$ cat src/rtl/fetch_stage_if.sv
// Instruction-memory read bus between the fetch stage (master) and memory (slave).
// req/addr are held stable by the master from assertion through the ack cycle.
// ack/rdata are returned by the slave in the same cycle.
interface fetch_stage_if;
  logic        req;
  logic [31:0] addr;
  logic        ack;
  logic [31:0] rdata;

  modport master (output req, output addr, input ack, input rdata);
  modport slave  (input req, input addr, output ack, output rdata);
endinterface

$ cat src/rtl/fetch_stage.sv
// Instruction fetch stage: sequential PC, one outstanding memory read, and the
// IF/ID pipeline register.
// A one-entry buffer absorbs a response that arrives while decode is stalled (HOLD).
// A redirect while a read is in flight waits out that read and drops its data (KILL).
module fetch_stage #(
  parameter logic [31:0] RESET_PC = 32'h0000_0000
) (
  input  logic                 clock,
  input  logic                 reset,
  input  logic                 stall,
  input  logic                 flush,
  input  logic                 redirect,
  input  logic [31:0]          redirect_pc,
  fetch_stage_if.master        imem,
  output logic                 if_valid,
  output logic [31:0]          if_instr,
  output logic [31:0]          if_pc4,
  output logic [5:0]           op,
  output logic [5:0]           fn
);

  typedef enum logic [1:0] {
    ST_REQ  = 2'd0,
    ST_HOLD = 2'd1,
    ST_KILL = 2'd2
  } state_t;

  state_t      state_reg;
  logic [31:0] faddr_reg;
  logic [31:0] target_reg;
  logic [31:0] buf_instr_reg;
  logic [31:0] buf_pc4_reg;
  logic        if_valid_reg;
  logic [31:0] if_instr_reg;
  logic [31:0] if_pc4_reg;
  logic        ignore_ack_reg;

  logic [31:0] faddr_inc;
  logic [31:0] redirect_aligned;
  logic        ack_ok;

  // Sequential fetch address; the 32-bit add wraps naturally past 32'hFFFFFFFC.
  assign faddr_inc        = faddr_reg + 32'd4;
  assign redirect_aligned = redirect_pc & ~32'd3;
  // An ack in the first cycle after reset belongs to an abandoned pre-reset access.
  assign ack_ok           = imem.ack & ~ignore_ack_reg;

  // The request is gated with reset directly so it drops in the same cycle reset rises.
  assign imem.req  = ~reset & (state_reg != ST_HOLD);
  assign imem.addr = faddr_reg;

  assign if_valid = if_valid_reg;
  assign if_instr = if_instr_reg;
  assign if_pc4   = if_pc4_reg;
  assign op       = if_instr_reg[31:26];
  assign fn       = if_instr_reg[5:0];

  // Fetch FSM, fetch address, buffer and IF/ID register.
  always_ff @(posedge clock) begin
    if (reset) begin
      state_reg      <= ST_REQ;
      faddr_reg      <= RESET_PC;
      target_reg     <= RESET_PC;
      buf_instr_reg  <= 32'd0;
      buf_pc4_reg    <= 32'd0;
      if_valid_reg   <= 1'b0;
      if_instr_reg   <= 32'd0;
      if_pc4_reg     <= 32'd0;
      ignore_ack_reg <= 1'b1;
    end else begin
      ignore_ack_reg <= 1'b0;
      if (redirect) begin
        // Redirect wins over stall and flush; the buffered instruction is abandoned.
        if_valid_reg <= 1'b0;
        case (state_reg)
          ST_REQ: begin
            if (ack_ok) begin
              faddr_reg <= redirect_aligned;
            end else begin
              // Keep the in-flight address on the bus until memory answers.
              target_reg <= redirect_aligned;
              state_reg  <= ST_KILL;
            end
          end
          ST_HOLD: begin
            faddr_reg <= redirect_aligned;
            state_reg <= ST_REQ;
          end
          ST_KILL: begin
            // Later redirect only retargets; the stale read is still pending.
            target_reg <= redirect_aligned;
          end
          default: begin
            state_reg <= ST_REQ;
          end
        endcase
      end else begin
        case (state_reg)
          ST_REQ: begin
            if (ack_ok) begin
              faddr_reg <= faddr_inc;
              if (stall) begin
                buf_instr_reg <= imem.rdata;
                buf_pc4_reg   <= faddr_inc;
                state_reg     <= ST_HOLD;
              end else begin
                if_instr_reg <= imem.rdata;
                if_pc4_reg   <= faddr_inc;
                if_valid_reg <= 1'b1;
              end
            end else if (!stall) begin
              if_valid_reg <= 1'b0;
            end
          end
          ST_HOLD: begin
            if (!stall) begin
              if_instr_reg <= buf_instr_reg;
              if_pc4_reg   <= buf_pc4_reg;
              if_valid_reg <= 1'b1;
              state_reg    <= ST_REQ;
            end
          end
          ST_KILL: begin
            if (ack_ok) begin
              faddr_reg <= target_reg;
              state_reg <= ST_REQ;
            end
          end
          default: begin
            state_reg <= ST_REQ;
          end
        endcase
        // Flush squashes the IF/ID entry even while decode is stalled.
        if (flush) begin
          if_valid_reg <= 1'b0;
        end
      end
    end
  end

endmodule
$ cat src/flat_wrapper.sv
// flat-port wrapper written by rule: the top's interface ports become plain ports
module fetch_stage_flat 
#(
  parameter logic [31:0] RESET_PC = 32'h0000_0000
)
  (clock, reset, stall, flush, redirect, redirect_pc, if_valid, if_instr, if_pc4, op, fn, imem_req, imem_addr, imem_ack, imem_rdata);
  fetch_stage_if imem_i ();
  input  logic clock;
  input  logic reset;
  input  logic stall;
  input  logic flush;
  input  logic redirect;
  input  logic [31:0] redirect_pc;
  output logic if_valid;
  output logic [31:0] if_instr;
  output logic [31:0] if_pc4;
  output logic [5:0] op;
  output logic [5:0] fn;
  output wire logic [$bits(imem_i.req)-1:0] imem_req;
  output wire logic [$bits(imem_i.addr)-1:0] imem_addr;
  input wire logic [$bits(imem_i.ack)-1:0] imem_ack;
  input wire logic [$bits(imem_i.rdata)-1:0] imem_rdata;
  assign imem_req = imem_i.req;
  assign imem_addr = imem_i.addr;
  assign imem_i.ack = imem_ack;
  assign imem_i.rdata = imem_rdata;
  fetch_stage #(.RESET_PC(RESET_PC)) u_core (.clock(clock), .reset(reset), .stall(stall), .flush(flush), .redirect(redirect), .redirect_pc(redirect_pc), .imem(imem_i), .if_valid(if_valid), .if_instr(if_instr), .if_pc4(if_pc4), .op(op), .fn(fn));
endmodule
$ cat config.mk
export PLATFORM = sky130hd
export DESIGN_NAME = fetch_stage_flat
export DESIGN_NICKNAME = d
export VERILOG_FILES = /design/src/rtl/fetch_stage_if.sv /design/src/rtl/fetch_stage.sv /design/src/flat_wrapper.sv
export SDC_FILE = /design/constraint.sdc
export NUM_CORES = 1
export LEC_CHECK = 0
export CAP_MARGIN = 20
export CORE_MARGIN = 3
export CORE_UTILIZATION = 34
export DETAILED_ROUTE_END_ITERATION = 10
export PLACE_DENSITY = 0.6
export RECOVER_POWER = 25
export SYNTH_ARGS = -nofsm -noshare
export SYNTH_HDL_FRONTEND = slang
export SYNTH_SLANG_ARGS = --single-unit
$ cat constraint.sdc
create_clock -name clock -period 3.95 [get_ports clock]
set_clock_uncertainty 0.1 [all_clocks]
set_input_delay 0.9875 -clock clock [delete_from_list [all_inputs] [get_ports clock]]
set_output_delay 0.9875 -clock clock [all_outputs]
set_load 0.01 [all_outputs]
==> impl_results.md <==
* Status: complete, no violations
* Required time worst endpoint at 4210 ps
* Drt first-iter violations at 691
* Die W at 165 µm
* # placed instances at 1,525
* Synth warnings at 0
* Syn Inst Count at 1,106
* RSZ-0062 raised after global routing: no
* CTS resizes at 0
* Rel. slew slack at 2.68%
* Number of global-route vias before repair at 7,399
* Netlist cell types at 57
* Setup crit start kind: input pin
* Core Region at 24,500 µm²
* CP Capture Type: flip-flop
* R2R depth at 5
* Post-CTS Setup Bufs at 0
* Longest Clk Path Bufs at 2
* Grt total ovfl at 0
* Async set-or-reset flop fraction in the synthesized netlist at 0%
* Antenna violations before repair at 0
* Root buffer cell: clkbuf_16
* Initial core utilization at 35.0%
* Drt drc at 0
* Wirelength, routed at 25,700 µm
* Final Instance Area at 11,100 µm²
* Final min period at 3240 ps
* Clock Latency Late Sink at 430 ps
* Area Growth Syn to Fin at 28.9%
* Period utilisation layout at 82.1%
* Pleak at 3.88 nW
* Largest net degree at the start of global routing at 185
* Rows at 57
* CP Max Fanout at 30
* Pins over their slew limit at 0
* Max_cap viols at 0
* TritonRoute pass-1 iters at 5
* Critical path, cell by cell: dlygate4sd3_1 -> nor2b_1 -> a211oi_4 -> clkbuf_1 -> nand2_1 -> a21oi_1
* WL per Instance at 16.5 µm
* Worst-path clk slew at 80 ps
* GRT Overall Usage at 18.7%
* Final core utilization at 45.1%
* CTS tree: done
* Fin. Hold Viols at 0
* DR vias/cell at 5.21
* Max Clk Rate at 308 MHz
* Worst hold path depth at 2
* Setup violators final at 0
* Placed instance area at 10,500 µm²
* IR drop worst, VDD at 0.000241 V
* Netlist Area Pre-Place at 8580 µm²
* Critical Path Slowest Stage Cell: clkbuf_1
* Nets at 1,291
* ANT cells at 0
* Finished Layout Cells at 1,557
* Vias at 8,106
* Chip height at 165 µm
* TritonCTS Buffers at 17
* Worst Max-Slew Pin Slew at 1460 ps
* Post-CTS Hold Buffers at 0
* Worst slack at placement at 575 ps
* Largest stage delay, worst path at 1080 ps
* Worst hold-check path type: flip-flop to flip-flop
* Seq cells post-synth at 188
* First-pass GRT wire length at 40,700 µm
* Worst setup margin at 706 ps
* # H-tree levels at 4
* Worst Path Arrival at 3500 ps
* PwrDens at 383 nW/µm²
* I/O Pins at 180
* Setup TNS at 0 ps
* Syn Area/Cell at 7.76 µm²
* Seq/Total Area, Yosys at 43.8%
* Sink Count at 188
* GP Congestion at 0.811
* Ys flop type: dfxtp_1
* Layout cells sized above 1 at 5.92%
* CP Class: input pin to flip-flop
* Dpl hpwl at 16,800 µm
* # port buffers at 173
* Number of synthesized flops with an enable pin at 0
* Final ANT Viol Nets at 0
* Die ar. at 27,200 µm²
power by group:
| group | total, mW | switching, mW | internal [mW] | leakage (nW) |
|---|---|---|---|---|
| sequential | 2.03 | 0.0660 | 1.96 | 1.53 |
| clock | 1.71 | 0.813 | 0.893 | 0.268 |
| combinational | 0.501 | 0.275 | 0.226 | 2.08 |
critical path: cells and delay by family:
kind | cells | cell delay (ps)
AOI/OAI and AO/OA | 2 | 410
buffers and inverters | 2 | 1710
and+or+nand+nor | 2 | 380
cells by family after synthesis:
group	count (synthesis)	share of synthesized area (%)
buffers and inverters	115	5.96
XOR/XNOR	26	2.65
other	1	0.0437
AND/OR/NAND/NOR	481	24.9
multiplexers	3	0.364
flip-flops	188	43.8
AO/OA/AOI/OAI	291	22.1
adder cells (fa/ha/maj)	1	0.146
metrics by stage:
step | power [mW] | hold slack [ps]
after floorplan | 2.33 | 331
after global placement | 2.58 | 337
after detailed placement | 2.58 | 342
after CTS | 4.30 | 353
after global routing | 4.43 | 373
final | 4.24 | 354
layout by cell type (no fill, tap or decap), types with 29 or more instances in the layout:
cell | Yosys | layout
nor2_1 | 99 | 99
clkdlybuf4s50_1 | 0 | 131
o21ai_0 | 40 | 39
dfxtp_1 | 188 | 188
a211oi_1 | 30 | 29
nand2_1 | 259 | 258
dlygate4sd3_1 | 0 | 40
a21oi_1 | 107 | 107
nand3_1 | 33 | 33
a311oi_1 | 36 | 36
path summary, 6_finish.rpt:
kind / start / endpoint / slack (ps)
worst max-delay path: imem_ack / u_core.target_reg[19]$_SDFFE_PP0P_ / 710
worst min-delay path: u_core.if_pc4[14]$_SDFFE_PP0P_ / u_core.if_pc4[14]$_SDFFE_PP0P_ / 350
worst max register to register: u_core.state_reg[1]$_SDFFE_PP0P_ / u_core.target_reg[19]$_SDFFE_PP0P_ / 1200
worst min register to register: u_core.if_pc4[14]$_SDFFE_PP0P_ / u_core.if_pc4[14]$_SDFFE_PP0P_ / 350
metal layers:
layer  global-route usage (%)  vias up  routed length [µm]
met4                     4.54        0                 323
li1                         -     4088                   -
met3                     4.06       26                1540
met1                     26.3     3729               12100
met2                     29.3      263               11700
met5                        0        -                   0
Yosys cell counts (all sizes together), types with 4 or more instances:
library cell / instances / area [µm²]
nand2: 259 / 972
dfxtp: 188 / 3760
a21oi: 107 / 536
nor2: 100 / 378
clkbuf: 68 / 255
o21ai: 40 / 200
a311oi: 36 / 315
buf: 35 / 211
nand3: 34 / 175
a211oi: 30 / 225
and3: 22 / 138
nor3: 19 / 95.1
o211ai: 16 / 120
o22ai: 15 / 93.8
xor2: 14 / 123
inv: 12 / 45.0
nand4: 12 / 103
xnor2: 12 / 105
nand2b: 9 / 63.8
a31oi: 6 / 37.5
nor4: 6 / 71.3
a2111oi: 5 / 62.6
a31o: 5 / 43.8
or3: 5 / 31.3
a211o: 4 / 35.0
a21o: 4 / 30.0
final cells by class:
class / instances / area, µm²
fill: 2503 / 13500
multi-input combinational: 806 / 4340
sequential: 188 / 3760
timing repair buffer: 195 / 1920
clock buffer: 17 / 425
tap: 324 / 405
clock inverter: 15 / 159
inverter: 12 / 45.0
Power figures use the tool's default switching activity.
